**src/rtl/gb_pkg.sv**
```systemverilog
// Shared constants and types for the Game Boy style memory subsystem.
//
// Contents:
//   DMA_REG_ADDR  - CPU address of the OAM DMA trigger register (FF46)
//   OAM_BASE      - first byte of object attribute memory (FE00)
//   OAM_LEN       - number of bytes copied by one OAM DMA (160)
//   ECHO_PAGE_MIN - first source page that lies in echo RAM (E0)
//   ECHO_OFFSET   - distance from an echo page down to its work-RAM page
//   dma_state_t   - OAM DMA engine states
//   dma_eff_page  - maps a requested source page onto the page actually read
package gb_pkg;

   localparam logic [15:0] DMA_REG_ADDR  = 16'hFF46;
   localparam logic [15:0] OAM_BASE      = 16'hFE00;
   localparam int          OAM_LEN       = 160;
   localparam logic [7:0]  ECHO_PAGE_MIN = 8'hE0;
   localparam logic [7:0]  ECHO_OFFSET   = 8'h20;

   typedef enum logic [1:0] {
      IDLE  = 2'd0,
      START = 2'd1,
      XFER  = 2'd2
   } dma_state_t;

   // Echo RAM (E000-FDFF) mirrors work RAM at C000-DDFF, so a source page in
   // that range is redirected to the real RAM underneath it.
   function automatic logic [7:0] dma_eff_page(input logic [7:0] page);
      return (page >= ECHO_PAGE_MIN) ? (page - ECHO_OFFSET) : page;
   endfunction

endpackage

```
**src/rtl/oam_dma.sv**
```systemverilog
// OAM DMA engine sitting on the CPU memory bus between the CPU and memory.
//
// When idle the CPU bus is passed straight through to memory. A CPU write to
// FF46 latches a source page and starts a copy of 160 bytes from
// {page,00}..{page,9F} into OAM at FE00..FE9F. While the copy runs the engine
// owns the memory bus: CPU reads return FF and CPU writes are dropped, except
// writes to FF46, which are forwarded and restart the copy.
//
// Parameters:
//   CYCLES_PER_BYTE - clocks spent on each byte (>= 2, read latency is 1)
//   START_DELAY     - clocks between the trigger and the first byte (>= 1)
//
// Ports:
//   i_clk, i_rst    - clock and synchronous active-high reset
//   i_cpu_*         - CPU read address and write strobe/address/data
//   o_cpu_rd_data   - read data returned to the CPU
//   o_mem_*         - memory read address and write strobe/address/data
//   i_mem_rd_data   - memory read data, valid one clock after o_mem_rd_addr
//   o_dma_active    - high while the engine owns the bus
module oam_dma
   import gb_pkg::*;
#(
   parameter int CYCLES_PER_BYTE = 4,
   parameter int START_DELAY     = 4
) (
   input  logic        i_clk,
   input  logic        i_rst,
   input  logic [15:0] i_cpu_rd_addr,
   input  logic        i_cpu_wr_en,
   input  logic [15:0] i_cpu_wr_addr,
   input  logic [7:0]  i_cpu_wr_data,
   output logic [7:0]  o_cpu_rd_data,
   output logic [15:0] o_mem_rd_addr,
   output logic        o_mem_wr_en,
   output logic [15:0] o_mem_wr_addr,
   output logic [7:0]  o_mem_wr_data,
   input  logic [7:0]  i_mem_rd_data,
   output logic        o_dma_active
);

   // One sub-counter serves both the start delay and the per-byte period.
   localparam int SUB_MAX = (CYCLES_PER_BYTE > START_DELAY) ? CYCLES_PER_BYTE : START_DELAY;
   localparam int SUB_W   = (SUB_MAX < 2) ? 1 : $clog2(SUB_MAX);

   localparam logic [SUB_W-1:0] START_LAST = SUB_W'(START_DELAY - 1);
   localparam logic [SUB_W-1:0] BYTE_LAST  = SUB_W'(CYCLES_PER_BYTE - 1);
   localparam logic [7:0]       LAST_INDEX = 8'(OAM_LEN - 1);

   dma_state_t       state_reg, state_next;
   logic [7:0]       index_reg, index_next;
   logic [SUB_W-1:0] sub_reg,   sub_next;
   logic [7:0]       page_reg,  page_next;

   logic       trigger;
   logic       active;
   logic       byte_done;
   logic       dma_wr;
   logic [7:0] eff_page;

   assign trigger   = i_cpu_wr_en && (i_cpu_wr_addr == DMA_REG_ADDR);
   assign active    = (state_reg != IDLE);
   assign byte_done = (state_reg == XFER) && (sub_reg == BYTE_LAST);
   // No OAM write is issued in the clock where reset is being applied, so a
   // reset during a byte leaves that byte untouched.
   assign dma_wr    = byte_done && !i_rst;
   assign eff_page  = dma_eff_page(page_reg);

   // ------------------------------------------------------------------
   // State and counter registers
   // ------------------------------------------------------------------
   always_ff @(posedge i_clk) begin
      if (i_rst) begin
         state_reg <= IDLE;
         index_reg <= '0;
         sub_reg   <= '0;
         page_reg  <= '0;
      end else begin
         state_reg <= state_next;
         index_reg <= index_next;
         sub_reg   <= sub_next;
         page_reg  <= page_next;
      end
   end

   // ------------------------------------------------------------------
   // Next-state logic
   // ------------------------------------------------------------------
   always_comb begin
      state_next = state_reg;
      index_next = index_reg;
      sub_next   = sub_reg;
      page_next  = page_reg;

      case (state_reg)
         IDLE: begin
         end
         START: begin
            if (sub_reg == START_LAST) begin
               state_next = XFER;
               sub_next   = '0;
               index_next = '0;
            end else begin
               sub_next = sub_reg + 1'b1;
            end
         end
         XFER: begin
            if (byte_done) begin
               sub_next = '0;
               if (index_reg == LAST_INDEX) begin
                  state_next = IDLE;
                  index_next = '0;
               end else begin
                  index_next = index_reg + 1'b1;
               end
            end else begin
               sub_next = sub_reg + 1'b1;
            end
         end
         default: begin
            state_next = IDLE;
            sub_next   = '0;
            index_next = '0;
         end
      endcase

      // A write to FF46 in any state (re)starts the copy. Any DMA write in
      // this same clock is still driven below from the current registers.
      if (trigger) begin
         state_next = START;
         sub_next   = '0;
         index_next = '0;
         page_next  = i_cpu_wr_data;
      end
   end

   // ------------------------------------------------------------------
   // Bus multiplexer
   // ------------------------------------------------------------------
   always_comb begin
      o_cpu_rd_data = i_mem_rd_data;
      o_mem_rd_addr = i_cpu_rd_addr;
      o_mem_wr_en   = i_cpu_wr_en;
      o_mem_wr_addr = i_cpu_wr_addr;
      o_mem_wr_data = i_cpu_wr_data;

      if (active) begin
         o_cpu_rd_data = 8'hFF;
         o_mem_rd_addr = {eff_page, index_reg};
         // Only the trigger register stays writable by the CPU.
         o_mem_wr_en   = trigger;
         if (dma_wr) begin
            // The DMA write wins over a coincident CPU write. Index never
            // exceeds 9F so the address stays inside FE00..FE9F.
            o_mem_wr_en   = 1'b1;
            o_mem_wr_addr = {OAM_BASE[15:8], index_reg};
            o_mem_wr_data = i_mem_rd_data;
         end
      end
   end

   assign o_dma_active = active;

endmodule

```
**config.mk**
```make
export PLATFORM = sky130hd
export DESIGN_NAME = oam_dma
export DESIGN_NICKNAME = d
export VERILOG_FILES = /design/src/rtl/gb_pkg.sv /design/src/rtl/oam_dma.sv
export SDC_FILE = /design/constraint.sdc
export NUM_CORES = 1
export LEC_CHECK = 0
export CAP_MARGIN = 0
export CORE_MARGIN = 2
export CORE_UTILIZATION = 33
export DETAILED_ROUTE_END_ITERATION = 12
export GPL_TIMING_DRIVEN = 0
export PLACE_DENSITY = 0.79
export SYNTH_ARGS = -nofsm -noshare
export SYNTH_HDL_FRONTEND = slang
export SYNTH_SLANG_ARGS = --single-unit
export TNS_END_PERCENT = 50
```
**constraint.sdc**
```tcl
create_clock -name i_clk -period 2.3 [get_ports i_clk]
set_input_delay 0.575 -clock i_clk [delete_from_list [all_inputs] [get_ports i_clk]]
set_output_delay 0.575 -clock i_clk [all_outputs]
set_load 0.05 [all_outputs]
```
==> flow_metrics.env <==
export IMPL_routedWlPerCell_um=17.4
export IMPL_final_layout_size_suffix_gt1_share_pct=41.9
export IMPL_period_needed_ps=2530
export IMPL_seq_area_frac_synth_pct=25.9
export IMPL_io_buffers=100
export IMPL_vias=1892
export IMPL_timing_final_crit_share_pct=110
export IMPL_drc=0
export IMPL_syn_inst=184
export IMPL_yosysMostFrequentCell="mux2_2"
export IMPL_synth_top_cells_by_count="29 x mux2_2, 20 x dfxtp_1, 17 x nand3_1, 14 x nand2_1, 13 x a21oi_1"
export IMPL_worst_slew_pin_slew_ps=500
export IMPL_clkLatencyLatePin_ps=260
export IMPL_clockBufferDepth=2
export IMPL_die_x_um=72.4
export IMPL_violations="setup timing"
export IMPL_area_delta_synth_final_pct=98.9
export IMPL_maxCapViolCount=0
export IMPL_drtIter0Drc=127
export IMPL_io_pins=101
export IMPL_finalSetupViolations=34
export IMPL_leakagePower_nw=1.32
export IMPL_grt_usage_pct=22.7
export IMPL_cp_data_required_time_ps=1730
export IMPL_rows=24
export IMPL_root_buffer="clkbuf_8"
export IMPL_first_pass_iters=4
export IMPL_r2r_setup_slack_ps=130
export IMPL_outcome="complete, but fails checks"
export IMPL_yosys_most_used_dff="dfxtp_1"
export IMPL_holdPathStages=2
export IMPL_path_clk_slew_ps=90
export IMPL_synth_edf_count=0
export IMPL_start_util_pct=34.8
export IMPL_num_antenna_cells=0
export IMPL_dp_hpwl_um=4140
export IMPL_max_slew_margin_pct=66.8
export IMPL_finalWorstSetupSlack_ps=-232
export IMPL_fin_util_pct=69.1
export IMPL_nFillCells=323
export IMPL_criticalPathCategory="register to output port"
export IMPL_cp_max_fo=6
export IMPL_place_congestion=0.812
export IMPL_hold_class="register to register"
export IMPL_ys_seq_elements=20
export IMPL_cts_made_buffers=3
export IMPL_synth_largest_area_cell="dfxtp_1"
export IMPL_arrival_ps=1960
export IMPL_rsz0062_at_grt="true"
export IMPL_die_area_um2=5250
export IMPL_synthArstFlopShare_pct=0
export IMPL_drv_slew=0
export IMPL_synth_nets=241
export IMPL_p_per_area_nw_per_um2=371
export IMPL_nNetsFinal=359
export IMPL_finalClockSkew_ps=3.79
export IMPL_wirelength_um=6130
export IMPL_timing_rr_start="state_reg[1]$_SDFFE_PP0P_"
export IMPL_via_per_inst=5.36
export IMPL_clkSinkCount=20
export IMPL_cts_tree="done"
export IMPL_antenna_found_initial=0
export IMPL_hold_end="page_reg[4]$_SDFFE_PP0P_"
export IMPL_end_kind="output port"
export IMPL_hp_start="page_reg[4]$_SDFFE_PP0P_"
export IMPL_rr_endpoint="index_reg[7]$_SDFFE_PP0P_"
export IMPL_synth_top_area_share_pct=25.9
export IMPL_grt_pass1_wl_um=9490
export IMPL_fmax_ghz=0.395
export IMPL_postCtsHoldBufs=0
export IMPL_final_hold_violation_count=0
export IMPL_crit_path_start_kind="register"
export IMPL_grt_pass1_vias=1940
export IMPL_die_y_um=72.4
export IMPL_core_region_area_um2=4440
export IMPL_avgSynthCellArea_um2=8.40
export IMPL_ys_top_cells_by_area="dfxtp_1 26%, mux2_2 21%, nand3_1 5.5%, ha_1 4.9%, a21oi_1 4.2%"
export IMPL_synth_cell_types=39
export IMPL_grt_overflow=0
export IMPL_synth_area_um2=1550
export IMPL_grt_max_degree=13
export IMPL_peakVddDrop_mv=0.224
export IMPL_h_tree_depth=1
export IMPL_ant_nets=0
export IMPL_ys_warn_count=0
export IMPL_pre_cts_slack_ps=-1390
export IMPL_rr_worst_depth=7
[repair_timing]
item | in CTS | in global routing
setup endpoints to repair | 60 | 53
pin swaps | 5 | 7
endpoints found under the hold margin | 0 | 0
gates cloned | 2 | 0
resized for setup | 308 | 29
buffers inserted | 11 | 2
[metal layers]
metal  wire (um)  global-route usage [%]  vias to the layer above
met5           0                       0                        -
met4          71                    6.17                        0
met3         428                    4.03                        8
met2        3060                    38.0                       86
met1        2570                    30.0                      900
li1            -                       -                      898
[area by class of cell]
type,count,area [um2],share of cell area [%]
multi-input cells,148,1230,40.0
repair buffers,115,1210,39.3
flip-flops and latches,20,405,13.2
plain buffers,8,66.3,2.16
well taps,52,65.1,2.12
clock buffers,3,41.3,1.34
clock inverters,1,30.0,0.977
inverters,6,27.5,0.896
[stage by stage]
step           power (mW)  hold slack [ps]  instances  area, um2  setup TNS, ps
2_1_floorplan       0.570              447        184       1580           -489
3_3_place_gp        0.753              468        336       2640         -49140
3_5_place_dp        0.755              480        336       2640         -47670
4_1_cts              1.14              493        351       3030          -5180
5_1_grt              1.16              508        353       3070          -5500
6_report             1.14              490        353       3070          -4800
[worst max-delay path: stages, from the launching register on]
cell and delay [ps]:
dfxtp_4 380, inv_4 40, ha_4 180, nor4b_4 300
buf_6 170, clkbuf_8 150, mux2_4 310, buf_8 150
[power by group]
group	switching (mW)	internal, mW	total, mW	leakage, nW
sequential	0.00000170	0.345	0.345	0.162
clock	0.131	0.232	0.363	0.0357
combinational	0.237	0.196	0.433	1.13
total	0.368	0.773	1.14	1.32
[layout by cell type (no fill, tap or decap), types with 5 or more instances in the layout]
cell              n
clkdlybuf4s50_1  40
buf_8            22
dfxtp_1          18
mux2_4           16
nand3_1          16
buf_4            14
mux2_2           13
a21oi_1          13
nand2_1          12
o21ai_0          11
dlygate4sd2_1     9
nand2b_1          8
clkdlybuf4s15_2   8
dlymetal6s2s_1    7
buf_6             7
or2_2             5
clkbuf_4          5
nor2_1            5
xnor2_1           5
nor3_1            5
[how the worst max path moves through the flow]
stage                                         start               end  slack [ps]  depth (start not counted)
final                     state_reg[1]$_SDFFE_PP0P_  o_mem_wr_addr[7]        -230                          7
after global routing      state_reg[1]$_SDFFE_PP0P_  o_mem_wr_addr[7]        -240                          7
after CTS                 state_reg[1]$_SDFFE_PP0P_  o_mem_wr_addr[7]        -210                          7
after detailed placement                i_cpu_wr_en       o_mem_wr_en       -1390                          7
after global placement                  i_cpu_wr_en       o_mem_wr_en       -1460                          7
after floorplan           state_reg[0]$_SDFFE_PP0P_  o_mem_wr_addr[0]         -50                          6
[logic make-up (layout without fill, tap and decap cells)]
group,Yosys count,in the layout,synth area share [%]
adder cells (fa/ha/maj),6,6,4.86
XOR/XNOR,5,5,2.83
buffers and inverters,16,133,4.21
flip-flops,20,20,25.9
multiplexers,29,29,21.1
AND/OR/NAND/NOR,75,75,27.7
AO/OA/AOI/OAI,33,33,13.4
Note: power is estimated with default switching activity, not from simulation.
==> RTL change 1 (same flow settings) <==
Reset style: asynchronous (`i_rst`), changed in one clocked block. Comments in the files are not updated.
--- a/src/rtl/oam_dma.sv
+++ b/src/rtl/oam_dma.sv
@@ -68,7 +68,7 @@
    // ------------------------------------------------------------------
    // State and counter registers
    // ------------------------------------------------------------------
-   always_ff @(posedge i_clk) begin
+   always_ff @(posedge i_clk or posedge i_rst) begin
       if (i_rst) begin
          state_reg <= IDLE;
          index_reg <= '0;
Formal check against the unedited RTL: differs if i_rst is asserted again (counterexample within 4 cycles, from zero or initial values and one cycle with i_rst high); with i_rst held inactive, the same outputs for 10 cycles.
==> RTL change 1 against the original RTL <==
  * The run still ends with setup timing left
  * Clock skew grew 0.0034 ns
  * Routed wire length is 2.6% higher
  * Count of clock-buffer cells in the layout unchanged
  * Critical path type unchanged
  * Final area increased by 0.77%
  * Sequential cell count did not move
  * Power shrank 12%
  * Setup slack lost 0.080 ns
  * Die area is 2.4% higher
  * Synthesized area up 2.5%
==> RTL change 1: results <==
[worst_setup_path]
crit_start = "state_reg[0]$_DFFE_PP0P_"
r2r_setup_slack_ns = -0.01
reg2reg_depth = 14
r2r-end = "index_reg[5]$_DFFE_PP0P_"
crit_fanout = 5
rr_startpoint = "state_reg[0]$_DFFE_PP0P_"

[run_status]
status = "finished, violations left"
failed_checks = "setup timing"

[logic_synthesis]
yosys.area_share.xor_xnor_pct = 0
synthAdderAreaFrac_pct = 4.739
synthArstFlopShare_pct = 100.0
synth_nets = 226
synth_area_leaders = "dfrtp_1, mux2_2, ha_1"
synth_top_cells_by_count = "mux2_2, dfrtp_1, nand2_1"
ys_seq_area_share_pct = 31.60
yosysUniqueCellTypes = 35

[placed_design]
hpwl_um = 3980
place_area_um2 = 2679
gp_congestion = 0.8596
pre_cts_slack_ns = -1.284

[drt]
wl_per_cell_um = 17.93
vias_per_cell = 5.382
num_vias = 1889
wl_met2_um = 3308

[timing]
finClkSkew_ns = 0.007188
relSlewSlack_pct = 46.42
timing.final.ws_setup_ns = -0.3117
hold_ws_ns = 0.5080
setup_viol_count_final = 43

[grt]
gr-usage-met3_pct = 4.115
met1_usage_pct = 26.14
grt_max_degree = 21
grt_pass1_wl_um = 9556
grt_usage_pct = 22.93
grt_pass1_vias = 1906

[hold_path]
whs_path_depth = 1
min-delay-start = "page_reg[0]$_DFFE_PP0N_"
hold_end = "page_reg[0]$_DFFE_PP0N_"

[layout]
layout.nets = 356

[power]
irDropWorstVdd_mv = 0.2573
RTL change 1: cell count changes in the layout (fill, tap and decap cells not counted), sizes merged, moves of 6 or more:
cell,before,now
dfrtp,0,20
dfxtp,20,0
nand3,17,9
buf,46,63
clkdlybuf4s15,9,2
mux2,29,36
o21ai,12,6
RTL change 1: final cells by class:
type	count	area, um^2
multi-input combinational	133	1169
inverter	8	30.03
buffer	8	67.56
sequential	20	500.5
timing repair buffer	125	1221
tap	54	67.56
fill	350	1564
clock buffer	3	41.29
RTL change 1: power by group:
part	total (mW)	switching [mW]	internal (mW)
clock	0.237	0.120	0.117
sequential	0.351	0.0000497	0.351
combinational	0.414	0.231	0.182
total	1.00	0.352	0.651
RTL change 1: timing repair:
| item | CTS | global route |
|---|---|---|
| gates resized for setup | 283 | 51 |
| cloned | 2 | 0 |
| setup endpoints to repair | 51 | 52 |
| setup buffers | 19 | 5 |
| pin swaps | 11 | 11 |
==> RTL change 2 (same flow settings) <==
Made on the original files. Set the parameter `START_DELAY` to 8 (it was 4).
--- a/src/rtl/oam_dma.sv
+++ b/src/rtl/oam_dma.sv
@@ -21,7 +21,7 @@
    import gb_pkg::*;
 #(
    parameter int CYCLES_PER_BYTE = 4,
-   parameter int START_DELAY     = 4
+   parameter int START_DELAY     = 8
 ) (
    input  logic        i_clk,
    input  logic        i_rst,
Function: changed (Yosys sat finds a counterexample within 10 cycles, from zero or initial values and one cycle with i_rst high).
==> RTL change 2 against the original RTL <==
  * Routed wire length increased by 1.6%
  * Hold slack got worse by 0.0064 ns
  * First-iteration DRC count grew 28%
  * Critical path depth rose by 1
  * Sequential cell count grew 1
  * Synthesized area up 7.1%
  * The run still ends with setup timing left
  * Final area increased by 3.3%
  * Power shrank 9.4%
  * Setup slack improved by 0.031 ns
==> RTL change 2: results <==
[run_status]
status = "finished, violations left"
failed_checks = "setup timing"

[logic_synthesis]
synth_compound_area_share_pct = 15.12
synth_nets = 264
synthAdderAreaFrac_pct = 6.803
ys_seq_area_share_pct = 25.40
netlist_instances = 204

[worst_setup_path]
r2r_setup_slack_ns = 0.04
r2r-end = "index_reg[3]$_SDFFE_PP0P_"

[placed_design]
pre_cts_slack_ns = -1.412
dp.cells = 370
gp_congestion = 0.7833
place_area_um2 = 2823
hpwl_um = 4275

[grt]
grt_pass1_wl_um = 9715

[timing]
setup_tns_ns = -4.228
finClkSkew_ns = 0.005438
hold_ws_ns = 0.4839
setup_viol_count_final = 25
timing.final.ws_setup_ns = -0.2014

[drt]
routed_wirelength_um = 6231
drtIter0Drc = 162
vias_per_cell = 5.298

[power]
p_sw_share_pct = 35.23
p_leak_nw = 1.316
irDropWorstVdd_mv = 0.1866

[layout]
layout.nets = 386
[RTL change 2: changes by cell type after synthesis, sizes merged, moves of 3 or more]
cell	change
nor3	-3
xnor2	-4
ha	+3
a21oi	+8
clkbuf	+4
nor2b	+3
nand3	+3
o21ai	+4
inv	+3
[RTL change 2: worst max-delay path: stages (launching register included)]
cell and delay, ns:
dfxtp_2 0.37, inv_4 0.05, ha_4 0.18, clkinvlp_4 0.06, and4_1 0.21, buf_6 0.18
clkbuf_16 0.16, mux2_4 0.30, buf_8 0.15
[RTL change 2: final cells by class]
cell class / instances / area, um^2 / area share [%]
Sequential cell: 21 / 427.9 / 13.48
Tap cell: 67 / 83.83 / 2.641
Timing Repair Buffer: 119 / 1139 / 35.87
Clock buffer: 4 / 45.04 / 1.419
Inverter: 9 / 42.54 / 1.340
Buffer: 11 / 107.6 / 3.390
Multi-Input combinational cell: 161 / 1329 / 41.86
[RTL change 2: power groups by stage]
| stage | combinational [mW] | clock, mW | sequential (mW) |
|---|---|---|---|
| 2_1_floorplan | 0.223 | 0 | 0.372 |
| 3_3_place_gp | 0.402 | 0 | 0.372 |
| 3_5_place_dp | 0.404 | 0 | 0.372 |
| 4_1_cts | 0.412 | 0.258 | 0.363 |
| 5_1_grt | 0.434 | 0.275 | 0.362 |
| 6_report | 0.417 | 0.255 | 0.362 |
[RTL change 2: cells by family (layout without fill, tap and decap cells)]
logic type               count (synthesis)  in the layout
AND/OR/NAND/NOR                         77             77
AO/OA/AOI/OAI                           45             45
multiplexers                            29             29
buffers and inverters                   22            143
flip-flops                              21             21
adder cells (fa/ha/maj)                  9              9
XOR/XNOR                                 1              1
[RTL change 2: what timing repair did]
item,in CTS,in global routing
setup buffers,13,5
pin swaps,8,4
resized for setup,304,39
endpoints found under the setup margin,59,46
gates cloned,2,0
